### src/rtl/ram_arbiter.sv
// Round-robin share of one single-port RAM between two clients: grant in the request cycle, read data one cycle later.
// ram_delay withholds the grant and pins the stalled access to its client until the RAM accepts it.
module ram_arbiter #(
   parameter  int ADDR_WIDTH = 32,
   parameter  int DATA_WIDTH = 32,
   localparam int NUM_BYTES  = DATA_WIDTH / 8
) (
   input  logic                  i_clk,
   input  logic                  i_reset,
   input  logic                  i_c0_req,
   input  logic                  i_c0_we,
   input  logic [ADDR_WIDTH-1:0] i_c0_addr,
   input  logic [NUM_BYTES-1:0]  i_c0_be,
   input  logic [DATA_WIDTH-1:0] i_c0_wdata,
   input  logic                  i_c1_req,
   input  logic                  i_c1_we,
   input  logic [ADDR_WIDTH-1:0] i_c1_addr,
   input  logic [NUM_BYTES-1:0]  i_c1_be,
   input  logic [DATA_WIDTH-1:0] i_c1_wdata,
   output logic                  o_c0_gnt,
   output logic                  o_c1_gnt,
   output logic                  o_c0_rvalid,
   output logic                  o_c1_rvalid,
   output logic [DATA_WIDTH-1:0] o_c0_rdata,
   output logic [DATA_WIDTH-1:0] o_c1_rdata,
   output logic                  o_ram_en,
   output logic                  o_ram_we,
   output logic [ADDR_WIDTH-1:0] o_ram_addr,
   output logic [NUM_BYTES-1:0]  o_ram_be,
   output logic [DATA_WIDTH-1:0] o_ram_data_w,
   input  logic [DATA_WIDTH-1:0] i_ram_data_r,
   input  logic                  i_ram_delay
);

   logic r_last;
   logic r_lock;
   logic r_lock_id;
   logic r_rv0;
   logic r_rv1;

   logic w_sel_vld;
   logic w_sel_id;
   logic w_sel_we;
   logic w_gnt;

   // A locked (stalled) access beats fresh arbitration so requests are never reordered.
   always_comb begin
      w_sel_vld = 1'b0;
      w_sel_id  = 1'b0;
      if (i_reset) begin
         w_sel_vld = 1'b0;
      end else if (r_lock) begin
         w_sel_vld = 1'b1;
         w_sel_id  = r_lock_id;
      end else if (i_c0_req && i_c1_req) begin
         w_sel_vld = 1'b1;
         w_sel_id  = ~r_last;
      end else if (i_c0_req) begin
         w_sel_vld = 1'b1;
      end else if (i_c1_req) begin
         w_sel_vld = 1'b1;
         w_sel_id  = 1'b1;
      end
   end

   assign w_sel_we = w_sel_id ? i_c1_we : i_c0_we;
   assign w_gnt    = w_sel_vld & ~i_ram_delay;

   always_comb begin
      o_ram_en     = 1'b0;
      o_ram_we     = 1'b0;
      o_ram_addr   = '0;
      o_ram_be     = '0;
      o_ram_data_w = '0;
      if (w_sel_vld) begin
         o_ram_en     = 1'b1;
         o_ram_we     = w_sel_we;
         o_ram_addr   = w_sel_id ? i_c1_addr  : i_c0_addr;
         o_ram_be     = w_sel_id ? i_c1_be    : i_c0_be;
         o_ram_data_w = w_sel_id ? i_c1_wdata : i_c0_wdata;
      end
   end

   assign o_c0_gnt    = w_gnt & ~w_sel_id;
   assign o_c1_gnt    = w_gnt &  w_sel_id;
   assign o_c0_rvalid = r_rv0 & ~i_reset;
   assign o_c1_rvalid = r_rv1 & ~i_reset;
   assign o_c0_rdata  = i_ram_data_r;
   assign o_c1_rdata  = i_ram_data_r;

   always_ff @(posedge i_clk) begin
      if (i_reset) begin
         r_last    <= 1'b1;
         r_lock    <= 1'b0;
         r_lock_id <= 1'b0;
         r_rv0     <= 1'b0;
         r_rv1     <= 1'b0;
      end else begin
         r_rv0 <= w_gnt & ~w_sel_id & ~w_sel_we;
         r_rv1 <= w_gnt &  w_sel_id & ~w_sel_we;
         if (w_gnt) begin
            r_last <= w_sel_id;
            r_lock <= 1'b0;
         end else if (w_sel_vld) begin
            r_lock    <= 1'b1;
            r_lock_id <= w_sel_id;
         end
      end
   end

   a_req_held_while_locked: assert property (@(posedge i_clk) disable iff (i_reset)
      r_lock |-> (r_lock_id ? i_c1_req : i_c0_req));
   a_single_read_return: assert property (@(posedge i_clk) disable iff (i_reset)
      !(r_rv0 && r_rv1));

endmodule

### config.mk
export PLATFORM = sky130hd
export DESIGN_NAME = ram_arbiter
export DESIGN_NICKNAME = d
export VERILOG_FILES = /design/src/rtl/ram_arbiter.sv
export SDC_FILE = /design/constraint.sdc
export NUM_CORES = 1
export LEC_CHECK = 0
export ABC_CLOCK_PERIOD_IN_PS = 2430
export CORE_AREA = 2 2 120 122
export DETAILED_ROUTE_END_ITERATION = 7
export DIE_AREA = 0 0 122 124
export SLEW_MARGIN = 10
export SYNTH_ARGS = -nofsm -noshare
export SYNTH_HDL_FRONTEND = slang
export SYNTH_SLANG_ARGS = --single-unit
export TNS_END_PERCENT = 100
### constraint.sdc
create_clock -name i_clk -period 2.43 [get_ports i_clk]
set_clock_uncertainty 0.15 [all_clocks]
set_input_delay 0.3645 -clock i_clk [delete_from_list [all_inputs] [get_ports i_clk]]
set_output_delay 0.3645 -clock i_clk [all_outputs]
set_load 0.01 [all_outputs]
## Word level (Yosys, flattened, before mapping)

Index checks and enable logic that the tools add are counted.

| word-level totals | value |
|---|---|
| input bits | 175 |
| logic and storage cells | 39 |
| flip-flop bits (word level) | 5 |
| output and inout port bits | 138 |

| cells by class | value |
|---|---|
| bitwise operators | 13 |
| mux-type cells | 18 |
| reduce and logical (&&, ||, !) cells | 3 |

Operators with widths:

| operator | count |
|---|---|
| 2-to-1 mux 32 bit | 4 |
| 2-to-1 mux 1 bit | 12 |
| 2-to-1 mux 4 bit | 2 |
| bitwise AND 1 bit | 7 |
| NOT 1 bit | 6 |
| AND reduction 2 bit | 1 |
| OR reduction 2 bit | 1 |
| logical AND 1 bit | 1 |

## Longest topological paths before layout

Gate-level depths: netlist of run 1.

| logic depth | value |
|---|---|
| depth in word-level cells | 8 |
| mapped depth | 6 |
| depth with buffers taken out | 3 |

## Worst setup path after synthesis of run 1

Ideal clock, no wire load.

| path | value |
|---|---|
| kind | in2out |
| start | input port i_c1_req |
| end | output port o_ram_addr[0] |
| data arrival time | 1381 ps |
| buffers on the path | 2 |
| stages on the path | 5 |
| slack | 535 ps |
| data required time | 1916 ps |
| path through | nor2b_1 a22oi_1 buf_2 buf_2 mux2i_1 |

| between the ends | value |
|---|---|
| longest elaborated chain between the ends | 7 |
| elaborated cells on any way between the ends | 12 |
| those cells by class | 11 x mux; 1 x reduce/logical |

RTL lines:

| item | RTL line | source |
|---|---|---|
| from (decl) | 15 | `input logic i_c1_req,` |
| 2-to-1 mux 1 bit | 60 | `end else if (i_c1_req) begin` |
| 2-to-1 mux 1 bit | 58 | `end else if (i_c0_req) begin` |
| 2-to-1 mux 1 bit | 55 | `end else if (i_c0_req && i_c1_req) begin` |
| 2-to-1 mux 1 bit | 52 | `end else if (r_lock) begin` |
| 2-to-1 mux 1 bit | 50 | `if (i_reset) begin` |
| 2-to-1 mux 32 bit | 78 | `o_ram_addr = w_sel_id ? i_c1_addr : i_c0_addr;` |
| 2-to-1 mux 32 bit (*) | 75 | `if (w_sel_vld) begin` |
| to (decl) | 28 | `output logic [ADDR_WIDTH-1:0] o_ram_addr,` |

Mark *: on every way between the ends. The rest lies on a longest branch, timed or not.

## Final worst setup path of run 1

| path | value |
|---|---|
| start | input port i_c1_req |
| end | output port o_ram_data_w[0] |

| between the ends | value |
|---|---|
| longest elaborated chain between the ends | 7 |
| elaborated cells on any way between the ends | 12 |
| those cells by class | 11 x mux; 1 x reduce/logical |

RTL lines:

| item | RTL line | source |
|---|---|---|
| 2-to-1 mux 1 bit | 60 |  |
| 2-to-1 mux 1 bit | 58 |  |
| 2-to-1 mux 1 bit | 55 |  |
| 2-to-1 mux 1 bit | 52 |  |
| 2-to-1 mux 1 bit | 50 |  |
| 2-to-1 mux 32 bit | 80 | `o_ram_data_w = w_sel_id ? i_c1_wdata : i_c0_wdata;` |
| 2-to-1 mux 32 bit (*) | 75 |  |
| to (decl) | 30 | `output logic [DATA_WIDTH-1:0] o_ram_data_w,` |

Marks and branches as above.

==> metrics.txt, run 1 <==
final worst setup slack 0.0507 ns; Mapped Area 2710 sq um; total grt overflow 0; maxcap violations 0; aggregate routed wire length 10,100 microns; share of layout cells above drive strength 1 between 20% and 30%; Post-route DRC 0; num rows 43; Mapped Cells 341; Clock Path Buffers 2; Seq/Total Area, Yosys 3.70%; worst-case vdd ir drop 0.147 mV; Fin. Hold Viols 0; Num CTS Buffers 3; WP buf/inv 5; post-DR vias/cell 4.44; Power Density 262 nW/um^2; First DRT Iteration DRCs 114; FMAX between 0.4 and 0.5 GHz; CTS tree done; top post-synthesis cells by count nand3b_1, mux2i_1, buf_4; Leak 0.00216 uW; largest net degree at the start of global routing 94; fin cells around 670; Diodes inserted 0; worst-margin pin slew 0.320 ns; DP Worst Slack -0.491 ns; Max H-tree Level 1; Hold Slack 0.395 ns; number of flops mapped to enable cells by yosys 0; global-route wire length before repair 15,200 microns; Final Cycle Share between 90% and 100%; Clock Pin Slew Worst Setup and Hold Paths 0.03 ns; RSZ-0062 raised after global routing no; Synth Register Bits 5; die area about 15,000 sq um; average size of a mapped cell about 8 sq um; CP Launch Type primary input; Clock Latency Late Sink 0.22 ns; Post-synth ARST share 0%; type of the worst setup path in2out; YS warnings 0; GP Congestion a little under 0.8; fin util between 30% and 40%; Unique masters post-synth 23; Sink Count 5; P&R area growth vs syn 75.7%; max_slew headroom 78.6%; hold_buf cts 0; worst-path cell chain dlygate4sd2_1 > buf_4 > or3_4 > buf_6 > buf_12 > nand3b_1 > mux2i_1 > clkdlybuf4s15_2; Root Driver clkbuf_16; top cell family by delay on the critical path buffers and inverters; setup violators final 0; core footprint about 14,000 sq um; Top-Level Pins 313; Via Count approximately 3,000; crit end category primary output; IO buf count 216; top cell type by total area after synthesis nand3b_1; Die Height 124 microns; setup TNS 0 ns; initial antenna violation count 0; slowest stage cell, crit path or3_4; count leader, synth nand3b_1; CP Data Required Time 1.92 ns; syn nets 516; vias in the first global route approximately 3,100; Slew Viols, Final 0; Initial Util around a fifth; hold crit path type reg2reg; delay of the slowest critical-path stage 0.40 ns; Final Net Count approximately 670; Critical Path AT about 1.9 ns; status finished, final reports clean; GR Util All Layers ~12%; worst-path maximum fanout 38; hpwl dp 7440 microns; Detailed Routing Iterations Pass 1 6; top-area cell type share of the netlist area about two fifths; Top FF cell, synth dfxtp_1; Period minus WS final 2.38 ns; Die Width between 100 and 150 microns; Placed Cells 656; Avg WL per Cell roughly 15 microns; Synth area leaders nand3b_1, mux2i_1, buf_4, buf_6, dfxtp_1; Routed Antenna Nets 0
[layer usage]
layer | GRT usage, % | wire length [microns]
met5 | 0 | 0
met3 | 2.93 | 808
met1 | 13.5 | 3860
met2 | 23.9 | 5310
met4 | 3.02 | 155
[worst reg2reg max path, stage by stage (launching register included)]
cell and delay, ns:
dfxtp_2 0.36, or3_4 0.44, buf_6 0.15, buf_12 0.16, and4b_1 0.19
[path summary, 6_finish.rpt]
check	endpoint	depth (start not counted)	slack [ns]	from
worst max-delay path	o_ram_data_w[0]	8	0.05	i_c1_req
worst max register to register	r_rv0$_SDFF_PP0_	4	0.87	r_lock$_SDFFE_PP0P_
worst min-delay path	r_lock_id$_SDFFE_PP0P_	2	0.40	r_lock_id$_SDFFE_PP0P_
worst min register to register	r_lock_id$_SDFFE_PP0P_	2	0.40	r_lock_id$_SDFFE_PP0P_
[layout by cell type (no fill, tap or decap), types with 2 or more instances in the layout]
cell,Yosys,routed
nor3_1,3,2
buf_4,64,15
buf_6,12,4
nor2_1,2,2
clkdlybuf4s50_1,0,142
a21oi_1,2,2
mux2i_4,0,2
buf_12,0,11
buf_16,0,6
mux2i_1,69,67
nand3b_1,138,138
dfxtp_1,5,4
clkbuf_16,0,3
clkbuf_2,0,58
nand2_1,2,2
buf_2,10,9
dlygate4sd2_1,0,4
nor2b_1,3,2
bufbuf_16,0,2
[repair_timing]
action / CTS / global route
cloned: 7 / 0
resized for setup: 158 / 99
setup buffers: 5 / 1
pin swaps: 5 / 1
endpoints found under the setup margin: 72 / 61
[registers in the layout, indices dropped and copies added (netlist names)]
name	count
r_last	1
r_rv1	1
r_lock_id	1
r_lock	1
r_rv0	1
[metrics by stage]
stage	power (uW)	cell area (sq um)
5_1_grt	1320	4760
2_1_floorplan	570	2710
3_5_place_dp	984	4670
6_report	1250	4760
4_1_cts	1300	5020
3_3_place_gp	972	4670
[cell type report]
class	instances	area, sq um
clock buffers	4	78.8
flip-flops and latches	5	101
inverters	1	3.75
well taps	180	225
repair buffers	253	2420
fillers	1454	8960
multi-input cells	230	1930
[cell families after synthesis]
group	count (synthesis)	share of synthesized area [%]
AND/OR/NAND/NOR	154	41.7
buffers and inverters	106	27.4
multiplexers	69	25.5
AO/OA/AOI/OAI	7	1.66
flip-flops	5	3.70
[report_power, final]
part,switching [uW],internal [uW]
sequential,5.23,87.1
clock,50.0,217
combinational,345,544
total,400,848
(Power assumes the default switching activity.)
==> run 2: changes to the inputs <==
- SKIP_LAST_GASP: unset -> 1
==> run 2 against run 1 <==
  * Critical path depth stayed put
  * Flip-flop and latch count stayed put
  * Setup slack got worse by 0.042 ns
  * Maximum frequency decreased by 1.8%
  * Clock power barely moved
  * Sequential power is essentially flat
  * Combinational power barely moved
  * Hold slack got worse by 0.0020 ns
  * Cell area rose by 0.13%
  * Power hardly changed
  * First-iteration DRC count shrank 7.9%
  * Die area unchanged
  * Largest cell class unchanged
==> metrics.txt, run 2 (synthesis results as in run 1) <==
post-DR vias/cell 4.47 (+0.57%); RSZ-0062 raised after global routing yes; type of the worst setup path in2out; Hold Path End r_lock_id$_SDFFE_PP0P_; Final Net Count 669 (unchanged); Post-route DRC 0 (unchanged); global-route wire length before repair 15,200 microns (about the same); hpwl dp 7440 microns (unchanged); CP Data Required Time 1.92 ns (about the same); Clock Pin Slew Worst Setup and Hold Paths 0.03 ns (about the same); FMAX 0.413 GHz (-1.8%); Fin. Hold Viols 0 (unchanged); vias in the first global route 3,117 (-0.13%); Diodes inserted 0 (unchanged); hold path startpoint r_lock_id$_SDFFE_PP0P_; core footprint 13,700 sq um (unchanged); Max H-tree Level 1 (unchanged); largest net degree at the start of global routing 94 (unchanged); worst-margin pin slew 0.320 ns (+0.0000588 ns); Initial Util 19.7% (unchanged); filler instances 1,452 (-0.14%); Switching Share 32.0% (about the same); Final Cycle Share 99.7% (+1.7 points); commonest non-fill, non-tap cell in the layout clkdlybuf4s50_1; IO buf count 216 (unchanged); final instance area 4760 sq um (+0.13%); Root Driver clkbuf_16; most frequent cells in the layout clkdlybuf4s50_1, nand3b_1, mux2i_1; aggregate routed wire length 10,200 microns (+0.16%); clock share of power 21.4% (about the same); sequential cell area 101 sq um (unchanged); Clock Latency Late Sink 0.22 ns (about the same); origin of the critical flop-to-flop path r_lock$_SDFFE_PP0P_; Power Density 262 nW/um^2 (about the same); GP Congestion 0.791 (unchanged); met3 usage 2.93% (unchanged); worst-path maximum fanout 22 (-42%); Sink Count 5 (unchanged); Routed Antenna Nets 0 (unchanged); Slew Viols, Final 0 (unchanged); P&R area growth vs syn 76.0%; Worst R2R Setup Slack 0.87 ns (about the same); Die Width 122 microns (unchanged); Comb pwr share 71.2% (about the same); Via Count 3,007 (+0.57%); CTS tree done; Leak 0.00216 uW (about the same); Avg WL per Cell 15.1 microns (+0.16%); worst-case vdd ir drop 0.147 mV (about the same); worst r2r dst r_rv0$_SDFF_PP0_; Clock Path Buffers 2 (unchanged); CP Launch Type primary input; Top-Level Pins 313 (unchanged); multi-input logic area 1930 sq um (unchanged); Area after DPL 4670 sq um (unchanged); max_slew headroom 78.5% (about the same); hold_buf cts 0 (unchanged); total grt overflow 0 (unchanged); Critical Path AT 1.91 ns (+0.05 ns); setup violators final 0 (unchanged); initial antenna violation count 0 (unchanged); fin util 34.7% (+0.046 points); Net Sw Power 400 uW (about the same); Num CTS Buffers 3 (unchanged); Period minus WS final 2.42 ns (+0.0424 ns); R2R depth 4 (unchanged); met1 usage 13.5% (-0.055 points); die area 15,100 sq um (unchanged); crit end category primary output; maxcap violations 0 (unchanged); num rows 43 (unchanged); met2 Use GR 24.0% (+0.035 points); hold crit path type reg2reg; status finished, final reports clean; First DRT Iteration DRCs 105 (-7.9%); hold path depth 2 (unchanged); GR Util All Layers 12.4% (about the same); Die Height 124 microns (unchanged); Reg power frac 7.4% (about the same); busiest grt layer met2; Detailed Routing Iterations Pass 1 6 (unchanged); Pwr Total 1250 uW (about the same); share of layout cells above drive strength 1 23.9% (unchanged); Pint 849 uW (+0.11%)
[run 2: timing repair]
item | in CTS | in global routing
pin swaps | 4 | 1
buffers inserted | 5 | 1
gates cloned | 7 | 0
endpoints found under the setup margin | 72 | 62
gates resized for setup | 136 | 119
[run 2: power groups by stage]
stage	clock network, uW	logic (uW)	registers (uW)
3_3_place_gp	0	881	91.9
6_report	267	889	92.4
4_1_cts	270	927	92.1
2_1_floorplan	0	479	90.7
5_1_grt	278	953	92.8
3_5_place_dp	0	892	92.3
[run 2: per-stage QoR]
step / hold slack, ns / setup TNS (ns) / cells / setup slack [ns]
2_1_floorplan: 0.310 / 0 / 341 / 0.535
6_report: 0.393 / 0 / 673 / 0.00831
4_1_cts: 0.396 / -0.390 / 672 / -0.0629
3_3_place_gp: 0.341 / -24.89 / 656 / -0.502
5_1_grt: 0.435 / -0.0460 / 673 / -0.0460
3_5_place_dp: 0.381 / -25.33 / 656 / -0.491
[run 2: worst max path at each step]
stage | from | to | slack, ns | depth (start not counted)
2_1_floorplan | i_c1_req | o_ram_addr[0] | 0.53 | 5
3_3_place_gp | i_c0_req | o_ram_addr[0] | -0.50 | 7
3_5_place_dp | i_c0_req | o_ram_addr[1] | -0.49 | 7
4_1_cts | i_c1_req | o_ram_be[1] | -0.06 | 8
5_1_grt | i_c1_req | o_ram_addr[1] | -0.05 | 8
6_report | i_c1_req | o_ram_addr[1] | 0.008 | 8
[run 2: critical path, stage by stage]
cell and delay [ns]:
dlygate4sd2_1 0.24, buf_4 0.13, or3_4 0.40, buf_12 0.16, buf_12 0.15, nand3b_1 0.13
mux2i_4 0.09, clkdlybuf4s15_2 0.23
[run 2: layer usage]
metal | share of wire (%) | routed length, microns
met1 | 38 | 3840
met2 | 53 | 5330
met3 | 8.0 | 817
met4 | 1.6 | 158
met5 | 0 | 0
[run 2: layout make-up]
type | count | share of cell area, %
repair buffers | 253 | 51.0
clock buffers | 4 | 1.66
flip-flops and latches | 5 | 2.13
inverters | 1 | 0.0788
multi-input cells | 230 | 40.4
well taps | 180 | 4.73
==> run 3: changes to the inputs <==
- CAP_MARGIN: unset -> 20
==> results of run 3 <==
The final DEF is identical to that of run 2; final timing and power are the same.
